## src/rtl/exec_sequencer.sv

```systemverilog
// rtl/exec_sequencer.sv - multi-cycle register-file sequencer: read, ALU execute, shift-add multiply, write-back
module exec_sequencer #(
   parameter int WIDTH = 16
) (
   input  logic             clk,
   input  logic             reset,
   input  logic             in_valid,
   output logic             in_ready,
   input  logic [3:0]       in_op,
   input  logic [3:0]       in_rd,
   input  logic [3:0]       in_rs,
   input  logic [7:0]       in_imm,
   output logic [3:0]       rd_sel_1,
   output logic [3:0]       rd_sel_2,
   input  logic [WIDTH-1:0] rd_data_1,
   input  logic [WIDTH-1:0] rd_data_2,
   output logic [3:0]       wr_sel_1,
   output logic             wr_en_1,
   output logic [WIDTH-1:0] wr_data_1,
   output logic [3:0]       wr_sel_2,
   output logic             wr_en_2,
   output logic [WIDTH-1:0] wr_data_2,
   output logic [4:0]       flags,
   output logic             done,
   output logic             err
);

   localparam logic [2:0] S_IDLE  = 3'd0;
   localparam logic [2:0] S_READ  = 3'd1;
   localparam logic [2:0] S_EXEC  = 3'd2;
   localparam logic [2:0] S_MUL   = 3'd3;
   localparam logic [2:0] S_WRITE = 3'd4;

   localparam logic [3:0] OP_ADD  = 4'd0;
   localparam logic [3:0] OP_SUB  = 4'd1;
   localparam logic [3:0] OP_AND  = 4'd2;
   localparam logic [3:0] OP_OR   = 4'd3;
   localparam logic [3:0] OP_XOR  = 4'd4;
   localparam logic [3:0] OP_MOV  = 4'd5;
   localparam logic [3:0] OP_CMP  = 4'd6;
   localparam logic [3:0] OP_LSH  = 4'd7;
   localparam logic [3:0] OP_RSH  = 4'd8;
   localparam logic [3:0] OP_MUL  = 4'd9;
   localparam logic [3:0] OP_ADDI = 4'd10;

   // Flag bit positions within {C,L,F,Z,N}
   localparam int F_C = 4;
   localparam int F_L = 3;
   localparam int F_F = 2;
   localparam int F_Z = 1;
   localparam int F_N = 0;

   logic [2:0]       state;
   logic [3:0]       op;
   logic [7:0]       imm;
   logic [WIDTH-1:0] a;
   logic [WIDTH-1:0] b;
   logic [WIDTH-1:0] b_eff;
   logic [WIDTH-1:0] alu_res;
   logic [WIDTH:0]   sum;
   logic [WIDTH:0]   diff;
   logic [WIDTH-1:0] mcand;
   logic [WIDTH-1:0] mplier;
   logic [WIDTH-1:0] acc;
   logic [WIDTH-1:0] acc_next;
   logic [WIDTH-1:0] wr_value;
   logic [3:0]       cnt;
   logic [4:0]       flags_next;
   logic             illegal;
   logic             load_write;
   logic             to_port2;

   assign in_ready = (state == S_IDLE);
   assign illegal  = (op > OP_ADDI);
   // rd_sel_1 keeps the latched destination for the whole operation
   assign to_port2 = (rd_sel_1 == 4'd12) || (rd_sel_1 == 4'd13);
   assign b_eff    = (op == OP_ADDI) ? {{(WIDTH-8){imm[7]}}, imm} : b;
   assign sum      = {1'b0, a} + {1'b0, b_eff};
   assign diff     = {1'b0, a} - {1'b0, b};
   assign acc_next = mplier[0] ? (acc + mcand) : acc;
   assign load_write = ((state == S_EXEC) && !illegal && (op != OP_CMP) && (op != OP_MUL)) ||
                       ((state == S_MUL) && (cnt == 4'd15));
   assign wr_value = (state == S_MUL) ? acc_next : alu_res;

   always_comb begin
      alu_res    = '0;
      flags_next = flags;
      case (op)
         OP_ADD, OP_ADDI: begin
            alu_res         = sum[WIDTH-1:0];
            flags_next[F_C] = sum[WIDTH];
            flags_next[F_F] = (a[WIDTH-1] == b_eff[WIDTH-1]) && (sum[WIDTH-1] != a[WIDTH-1]);
         end
         OP_SUB: begin
            alu_res         = diff[WIDTH-1:0];
            flags_next[F_C] = diff[WIDTH];
            flags_next[F_F] = (a[WIDTH-1] != b[WIDTH-1]) && (diff[WIDTH-1] != a[WIDTH-1]);
         end
         OP_AND: alu_res = a & b;
         OP_OR:  alu_res = a | b;
         OP_XOR: alu_res = a ^ b;
         OP_MOV: alu_res = b;
         OP_CMP: begin
            flags_next[F_C] = diff[WIDTH];
            flags_next[F_F] = (a[WIDTH-1] != b[WIDTH-1]) && (diff[WIDTH-1] != a[WIDTH-1]);
            flags_next[F_L] = (a < b);
            flags_next[F_Z] = (a == b);
            flags_next[F_N] = ($signed(a) < $signed(b));
         end
         OP_LSH: alu_res = a << b[3:0];
         OP_RSH: alu_res = a >> b[3:0];
         default: alu_res = '0;
      endcase
      if (op != OP_CMP) begin
         flags_next[F_Z] = (alu_res == '0);
         flags_next[F_N] = alu_res[WIDTH-1];
      end
   end

   always_ff @(posedge clk) begin
      if (reset) begin
         state     <= S_IDLE;
         op        <= '0;
         imm       <= '0;
         a         <= '0;
         b         <= '0;
         mcand     <= '0;
         mplier    <= '0;
         acc       <= '0;
         cnt       <= '0;
         flags     <= '0;
         rd_sel_1  <= '0;
         rd_sel_2  <= '0;
         wr_sel_1  <= '0;
         wr_sel_2  <= '0;
         wr_data_1 <= '0;
         wr_data_2 <= '0;
         wr_en_1   <= 1'b0;
         wr_en_2   <= 1'b0;
         done      <= 1'b0;
         err       <= 1'b0;
      end else begin
         wr_en_1 <= 1'b0;
         wr_en_2 <= 1'b0;
         done    <= 1'b0;
         err     <= 1'b0;
         case (state)
            S_IDLE: begin
               if (in_valid) begin
                  op       <= in_op;
                  imm      <= in_imm;
                  rd_sel_1 <= in_rd;
                  rd_sel_2 <= in_rs;
                  state    <= S_READ;
               end
            end
            S_READ: begin
               a     <= rd_data_1;
               b     <= rd_data_2;
               // CMP and illegal ops complete in EXEC, so their pulse is launched here
               done  <= (op == OP_CMP) || illegal;
               err   <= illegal;
               state <= S_EXEC;
            end
            S_EXEC: begin
               if (illegal) begin
                  state <= S_IDLE;
               end else if (op == OP_CMP) begin
                  flags <= flags_next;
                  state <= S_IDLE;
               end else if (op == OP_MUL) begin
                  acc    <= '0;
                  mcand  <= a;
                  mplier <= b;
                  cnt    <= '0;
                  state  <= S_MUL;
               end else begin
                  flags <= flags_next;
                  state <= S_WRITE;
               end
            end
            S_MUL: begin
               acc    <= acc_next;
               mcand  <= mcand << 1;
               mplier <= mplier >> 1;
               cnt    <= cnt + 4'd1;
               if (cnt == 4'd15) begin
                  flags[F_Z] <= (acc_next == '0);
                  flags[F_N] <= acc_next[WIDTH-1];
                  state      <= S_WRITE;
               end
            end
            S_WRITE: state <= S_IDLE;
            default: state <= S_IDLE;
         endcase
         if (load_write) begin
            done <= 1'b1;
            if (to_port2) begin
               wr_en_2   <= 1'b1;
               wr_sel_2  <= rd_sel_1;
               wr_data_2 <= wr_value;
            end else begin
               wr_en_1   <= 1'b1;
               wr_sel_1  <= rd_sel_1;
               wr_data_1 <= wr_value;
            end
         end
      end
   end

endmodule

```

## config.mk

```make
export PLATFORM = sky130hd
export DESIGN_NAME = exec_sequencer
export DESIGN_NICKNAME = d
export VERILOG_FILES = /design/src/rtl/exec_sequencer.sv
export SDC_FILE = /design/constraint.sdc
export NUM_CORES = 1
export LEC_CHECK = 0
export CELL_PAD_IN_SITES_DETAIL_PLACEMENT = 1
export CELL_PAD_IN_SITES_GLOBAL_PLACEMENT = 1
export CORE_ASPECT_RATIO = 0.5
export CORE_MARGIN = 3
export CORE_UTILIZATION = 43
export DETAILED_ROUTE_END_ITERATION = 6
export GPL_TIMING_DRIVEN = 1
export HOLD_SLACK_MARGIN = 0.15
export PLACE_DENSITY_LB_ADDON = 0.25
export SYNTH_ARGS = -nofsm -noshare
export SYNTH_HDL_FRONTEND = slang
export SYNTH_SLANG_ARGS = --single-unit
```

## constraint.sdc

```tcl
create_clock -name clk -period 6.2 [get_ports clk]
set_clock_uncertainty 0.05 [all_clocks]
set_input_delay 1.86 -clock clk [delete_from_list [all_inputs] [get_ports clk]]
set_output_delay 1.86 -clock clk [all_outputs]
set_load 0.05 [all_outputs]
```

==> results of run 1 <==
==> cell type report <==
cell class                 instances  area, um2  area share [%]
tap                              344        430            3.22
multi-input combinational       1192       7660            57.2
inverter                          66        248            1.85
clock buffer                      17        425            3.18
timing repair buffer             139       1320            9.87
clock inverter                    15        174            1.30
sequential                       156       3120            23.3
==> cells in the mapped netlist, drive strengths merged, types with 12 or more instances <==
| library cell | number | area [um2] |
|---|---|---|
| a2111oi | 32 | 280 |
| a211oi | 17 | 128 |
| a21o | 14 | 105 |
| a21oi | 164 | 821 |
| a22oi | 13 | 97.6 |
| buf | 23 | 119 |
| clkbuf | 74 | 278 |
| dfxtp | 156 | 3120 |
| ha | 85 | 1060 |
| inv | 65 | 244 |
| mux2i | 54 | 541 |
| mux4 | 16 | 360 |
| nand2 | 241 | 905 |
| nand2b | 17 | 106 |
| nand3 | 24 | 120 |
| nor2 | 180 | 676 |
| nor2b | 12 | 75.1 |
| nor3 | 38 | 190 |
| o21ai | 55 | 275 |
| or3 | 12 | 75.1 |
| xnor2 | 18 | 158 |
| xor2 | 12 | 105 |
==> per-stage QoR <==
stage	setup WS (ns)	hold WS, ns	power (mW)	instance area (um2)
2_1_floorplan	1.38	0.387	1.55	11400
5_1_grt	0.754	0.433	3.05	13400
3_3_place_gp	1.51	0.391	1.82	12800
4_1_cts	1.14	0.407	2.94	13400
3_5_place_dp	1.18	0.398	1.83	12800
6_report	0.944	0.406	2.95	13400
==> worst max-delay path, stage by stage (launching register included) <==
cell and delay, ns:
dfxtp_1 0.30, buf_4 0.20, nand2b_1 0.28, nor3b_2 0.65
nand2_1 0.34, o21ai_0 0.22, ha_1 0.32, a21oi_1 0.38
or2_2 0.18, o21ai_0 0.09, a221o_1 0.36, a2111oi_0 0.77
nor2b_1 0.26, nand4_1 0.10, or3_1 0.41, a311oi_2 0.24
==> registers in the layout, indices dropped and copies added, names as in the netlist <==
| signal | flops |
|---|---|
| flags | 5 |
| cnt | 4 |
| done | 1 |
| op | 4 |
| imm | 8 |
| acc | 16 |
| wr_data_2 | 16 |
| rd_sel_2 | 4 |
| wr_en_1 | 1 |
| b | 16 |
| err | 1 |
| mplier | 16 |
| wr_sel_2 | 4 |
| wr_sel_1 | 4 |
| wr_en_2 | 1 |
| mcand | 16 |
| state | 3 |
| wr_data_1 | 16 |
| a | 16 |
| rd_sel_1 | 4 |
==> logic make-up (layout without fill, tap and decap cells) <==
kind of cell	Yosys count	after routing	share of synthesized area, %
flip-flops	156	156	27.4
adder cells (fa/ha/maj)	88	88	9.85
XOR/XNOR	30	30	2.30
AO/OA/AOI/OAI	404	404	22.9
buffers and inverters	163	237	5.65
multiplexers	81	81	9.01
AND/OR/NAND/NOR	589	589	22.9
==> per-layer routing <==
metal | wire length, um | GRT usage (%) | part of all wire, % | vias up
met5 | 17 | 0 | 0.035 | -
met3 | 4780 | 10.4 | 9.9 | 78
met1 | 22000 | 46.5 | 45 | 5930
met2 | 20500 | 49.2 | 42 | 504
met4 | 1040 | 9.35 | 2.2 | 2
li1 | - | - | - | 5507
==> report_power, final <==
part / internal, mW / total (mW) / switching (mW)
logic: 0.261 / 0.766 / 0.505
clock network: 0.576 / 1.11 / 0.537
registers: 1.03 / 1.07 / 0.0415
total: 1.87 / 2.95 / 1.08
==> layout by cell type, fill, tap and decap left out, types with 28 or more instances in the layout <==
cell type	synthesis	routed
inv_1	63	63
nor3_1	38	36
a21oi_1	164	164
ha_1	85	85
nor2_1	180	180
o21ai_0	52	52
a2111oi_0	32	32
clkdlybuf4s50_1	0	111
dfxtp_1	156	155
mux2i_1	54	54
nand2_1	241	241
buf_4	0	28
==> worst paths after layout <==
check / start / endpoint / slack, ns / depth (start not counted)
worst max register to register: op[2] / flags[1] / 0.94 / 15
worst max-delay path: op[2] / flags[1] / 0.94 / 15
worst min-delay path: wr_data_2[1] / wr_data_2[1] / 0.41 / 2
worst min register to register: wr_data_2[1] / wr_data_2[1] / 0.41 / 2
==> impl_metrics.ini, run 1 <==
[critical_path]
crit_path_end_kind = register
critPathLaunchType = register
critPathArrivalTime_ns = 5.58
worstSetupPathType = reg2reg
critPathRequiredTime_ns = 6.52
cp_max_fo = 27

[global_routing]
grt.total_usage_pct = 33.3
grt_pass1_wl_um = 72200
grt_pass1_vias = 11800
grt_overflow = 0
grt_max_degree = 78
antenna_found_initial = 3

[synth]
ys_types = 78
synth-edff-count = 0
synth_seq_cells = 156
postSynthNetCount = 1654
synth_area_per_cell_um2 = 7.55
synth.cell_area_mm2 = 0.0114
synth_warnings = 0
async_flop_share_pct = 0
synth_ff_type = dfxtp_1
netlist_instances = 1511
yosysSeqAreaShare_pct = 27.4

[placement]
dp.cells = 1897
io_buffers = 112
place_hpwl_um = 36600
gp_congestion = 0.997

[power]
leakage_nw = 5.12
ir_worst_vdd_mv = 0.218
power.density_mw_per_mm2 = 221

[sta]
fin_crit_ns = 5.26
clock.fmax_mhz = 190
setup_tns_ns = 0
slew_headroom_pct = 18.5
rsz0062_at_grt = no
finalSetupViolations = 0
slew_violations = 0
min_period_over_period_pct = 84.8
hold_viol = 0
tightest_slew_ns = 1.22

[floorplan]
start_util_pct = 44.5
die_area_mm2 = 0.0286
coreArea_mm2 = 0.0256
row_count = 41
die_w_um = 236
ios = 113
die_h_um = 121

[layout]
stdcell_count = 1929
fillerInstances = 3153
post-route-util_pct = 52.2
area_delta_synth_final_pct = 17.3
drive_above_1_share_pct = 6.56
diodes = 0
nets = 1715

[route]
dr.pass1.iters = 5
drc = 0
ant_nets = 0
viasPerCell = 6.23
routedWlPerCell_um = 25.1
drtIter0Drc = 1277
vias = 12000
routed_wl_um = 48400

[clocking]
insertion_delay_ns = 0.47
cts-root-buf = clkbuf_16
cts.clk_slew.worst_paths_ns = 0.08
cts_resized = 0
clock-sinks = 156
htreeDepth = 4
numCtsBuffers = 17
clk_path_buf_depth = 2
postCtsHoldBufs = 0
cts_setup_buffers = 0
cts_tree = built

[min_path]
hold_path_class = reg2reg

[run_status]
status = completed

[flow_run]
cap_violations = 0
(Power assumes the default switching activity.)
==> run 2: changes to the inputs <==
clock period = 4.94 ns   (was 6.2 ns; I/O delays follow)
==> impl_metrics.ini, run 2 (same netlist as run 1, synthesis figures left out) <==
[clocking]
cts_resized = 0
clk_path_buf_depth = 2
cts.clk_slew.worst_paths_ns = 0.08
htreeDepth = 4
cts_tree = built
numCtsBuffers = 17
insertion_delay_ns = 0.46
cts_setup_buffers = 0
clock-sinks = 156
postCtsHoldBufs = 0
cts-root-buf = clkbuf_16

[sta]
hold_viol = 0
whs_ns = 0.408
tightest_slew_ns = 1.25
min_period_over_period_pct = 89.5
slew_headroom_pct = 16.4
finalSetupViolations = 0
clock.fmax_mhz = 226
finalWorstSetupSlack_ns = 0.520
rsz0062_at_grt = no
slew_violations = 0
fin_crit_ns = 4.42
setup_tns_ns = 0

[route]
vias = 12300
drc = 0
routedWlPerCell_um = 25.5
dr.pass1.iters = 5
routed_wl_um = 49800
viasPerCell = 6.31
drtIter0Drc = 1208
ant_nets = 0

[layout]
final_cell_mix = nand2_1, nor2_1, a21oi_1
drive_above_1_share_pct = 7.61
post-route-util_pct = 52.8
final_common_cell = nand2_1
stdcell_count = 1948
area_delta_synth_final_pct = 18.7
nets = 1734
final_area_mm2 = 0.0135
diodes = 0

[critical_path]
crit_path_end_kind = register
r2r_cells = 18
critPathRequiredTime_ns = 5.28
path_buf_inv = 2
critPathArrivalTime_ns = 4.76
worstSetupPathType = reg2reg
cp_cell_sequence = nand2b_1 -> nor3b_2 -> buf_4 -> nand2_1 -> o21ai_0 -> ha_1 -> inv_1 -> fa_1 -> nand2b_1 -> a21oi_1 -> a31o_2 -> a211oi_1 -> or4b_2 -> and3_1 -> o211ai_1 -> a21boi_0 -> nand2_1 -> a21oi_1
path_delay_family = simple AND/OR/NAND/NOR gates
critical-path-max-stage-delay_ns = 0.65
critPathLaunchType = register
cp_max_fo = 20
path_depth = 18
crit_path_top_delay_cell = or4b_2

[power]
finalPower_mw = 3.77
leakage_nw = 5.22
power.density_mw_per_mm2 = 279
ir_worst_vdd_mv = 0.255

[floorplan]
die_w_um = 236
ios = 113
coreArea_mm2 = 0.0256
row_count = 41
die_area_mm2 = 0.0286
start_util_pct = 44.5
die_h_um = 121

[placement]
pre_cts_slack_ns = 0.645
place_hpwl_um = 37500
dp.cells = 1916
io_buffers = 112
gp_congestion = 1.01
postPlaceCellArea_mm2 = 0.0129

[global_routing]
grt_pass1_wl_um = 74500
grt_max_degree = 105
grt.total_usage_pct = 34.3
grt_pass1_vias = 12100
antenna_found_initial = 7
grt_overflow = 0

[run_status]
status = completed

[min_path]
hold_path_class = reg2reg
whs_path_depth = 2

[flow_run]
cap_violations = 0
run 2: cell types whose count changed in the layout (fill, tap and decap cells not counted), sizes merged:
cell / before / now
clkinvlp: 2 / 1
clkinv: 5 / 6
buf: 28 / 47
clkbuf: 17 / 18
inv: 73 / 71
bufinv: 1 / 2
run 2: cell type report:
class | count | area, um2
Tap cell | 344 | 430
Inverter | 66 | 248
Sequential cell | 156 | 3120
Clock inverter | 14 | 180
Clock buffer | 18 | 439
Multi-Input combinational cell | 1192 | 7650
Timing Repair Buffer | 158 | 1460
Fill cell | 3173 | 12100
run 2: where the power goes:
group          internal (mW)  switching, mW  total, mW
Sequential              1.30         0.0389       1.34
Combinational          0.344          0.648      0.992
Clock                  0.781          0.665       1.45
Total                   2.42           1.35       3.77
run 2: worst paths after layout:
check / from / endpoint / slack (ns)
setup / recovery: op[2] / wr_data_1[14] / 0.52
hold / removal: wr_data_1[10] / wr_data_1[10] / 0.41
setup reg to reg: op[2] / wr_data_1[14] / 0.52
hold reg to reg: wr_data_1[10] / wr_data_1[10] / 0.41
run 2: worst register-to-register path: stages, from the launching register on:
cell	delay, ns
dfxtp_1	0.31
nand2b_1	0.18
nor3b_2	0.33
buf_4	0.31
nand2_1	0.07
o21ai_0	0.07
ha_1	0.19
inv_1	0.05
fa_1	0.39
nand2b_1	0.16
a21oi_1	0.31
a31o_2	0.31
a211oi_1	0.14
or4b_2	0.65
and3_1	0.21
o211ai_1	0.09
a21boi_0	0.30
nand2_1	0.10
a21oi_1	0.13
run 2: metal layers:
metal	share of wire (%)	vias up	GRT usage (%)	routed length (um)
li1	-	5551	-	-
met1	46	6133	49.1	23000
met2	42	518	50.6	20800
met3	9.2	79	8.42	4590
met4	2.7	8	10.8	1340
met5	0.10	-	0	51
==> run 3: changes to the inputs <==
clock period = 5 ns   (was 4.94 ns; I/O delays follow)
==> impl_metrics.ini, run 3 (same netlist as run 1, synthesis figures left out) <==
[power]
finalPower_mw = 3.66
p_sw_share_pct = 37.2
pwr-share-seq_pct = 36.1
share_comb_of_total_power_pct = 26.4
p_sw_mw = 1.36
power.density_mw_per_mm2 = 271
leakage_nw = 5.20
power_frac_clock_pct = 37.5
ir_worst_vdd_mv = 0.223
internal_power_mw = 2.30

[sta]
hold_viol = 0
rsz0062_at_grt = no
tightest_slew_ns = 1.28
fin_crit_ns = 4.75
min_period_over_period_pct = 95.0
setup_tns_ns = 0
slew_violations = 0
clock.fmax_mhz = 210
whs_ns = 0.408
finalSetupViolations = 0
slew_headroom_pct = 14.4

[route]
routed_wl_um = 48400
drtIter0Drc = 1151
viasPerCell = 6.29
ant_nets = 0
vias = 12200
drc = 0
dr.pass1.iters = 5
routedWlPerCell_um = 24.9

[global_routing]
grt_pass1_wl_um = 73300
antenna_found_initial = 5
grt_pass1_vias = 12300
grt.total_usage_pct = 33.6
grt_overflow = 0
grt_max_degree = 96

[critical_path]
startpoint = op[2]
critPathArrivalTime_ns = 5.08
timing.rr.start = op[2]
critPathRequiredTime_ns = 5.33
worstSetupPathType = reg2reg
critPathLaunchType = register
r2r_cells = 15
rrSetupSlack_ns = 0.25
crit_path_end_kind = register
cp_max_fo = 25

[clocking]
cts_tree = built
htreeDepth = 4
cts_resized = 0
clk_path_buf_depth = 2
cts.clk_slew.worst_paths_ns = 0.08
postCtsHoldBufs = 0
cts-root-buf = clkbuf_16
cts_setup_buffers = 0
insertion_delay_ns = 0.46
clock-sinks = 156
numCtsBuffers = 17

[floorplan]
row_count = 41
ios = 113
start_util_pct = 44.5
die_w_um = 236
die_h_um = 121
coreArea_mm2 = 0.0256
die_area_mm2 = 0.0286

[run_status]
status = completed

[min_path]
hold_path.startpoint = wr_data_1[8]
whs_path_depth = 2
hold_path_class = reg2reg

[layout]
final_area_mm2 = 0.0135
fillerInstances = 3184
multi_input_comb_area_mm2 = 0.00765
area_delta_synth_final_pct = 18.5
post-route-util_pct = 52.7
final_common_cell = nand2_1
final_cell_mix = nand2_1, nor2_1, a21oi_1
regArea_mm2 = 0.00312
nets = 1730
drive_above_1_share_pct = 7.38

[placement]
io_buffers = 112
postPlaceCellArea_mm2 = 0.0129
gp_congestion = 1.05
place_hpwl_um = 36300

[flow_run]
cap_violations = 0
[run 3: cell count changes in the layout (fill, tap and decap cells not counted), sizes merged]
cell    delta
buf        -4
bufinv     -2
diode      +2
inv        +2
clkbuf     -1
clkinv     +1
[run 3: worst max-delay path, stage by stage, from the launching register on]
cell       delay [ns]
dfxtp_1          0.32
nand2b_1         0.17
nor3b_2          0.16
buf_4            0.29
nand2_1          0.26
o21ai_0          0.21
ha_1             0.32
a21oi_1          0.27
or2_2            0.16
o21ai_0          0.09
a221o_1          0.36
a2111oi_0        1.02
nor2b_1          0.23
nand4_1          0.09
or3_1            0.42
a311oi_2         0.24
[run 3: layer usage]
layer	GRT usage (%)	routed length (um)
met5	0	30
met4	10.3	1290
met3	11.9	5230
met2	50.9	20700
met1	45.0	21200
[run 3: stage by stage]
step,setup WS [ns],instances
after global placement,0.708,1912
after CTS,0.488,1944
after floorplan,0.178,1511
after detailed placement,0.517,1912
after global routing,0.0862,1944
final,0.248,1946
[run 3: worst paths after layout]
kind | end
setup / recovery | flags[1]
hold reg to reg | wr_data_1[8]
hold / removal | wr_data_1[8]
setup reg to reg | flags[1]
[run 3: final cells by class]
cell class / count / share of cell area [%]
inverter: 66 / 1.83
timing repair buffer: 154 / 10.7
antenna: 2 / 0.0370
clock buffer: 17 / 3.15
multi-input combinational: 1192 / 56.6
tap: 344 / 3.18
clock inverter: 15 / 1.42
sequential: 156 / 23.1
[run 3: power by group through the flow]
stage               combinational, mW  clock (mW)  sequential [mW]
finish                          0.967        1.38             1.32
global route                     1.03        1.45             1.33
CTS                             0.938        1.39             1.32
detailed placement              0.930           0             1.35
global placement                0.908           0             1.35
floorplan                       0.541           0             1.38
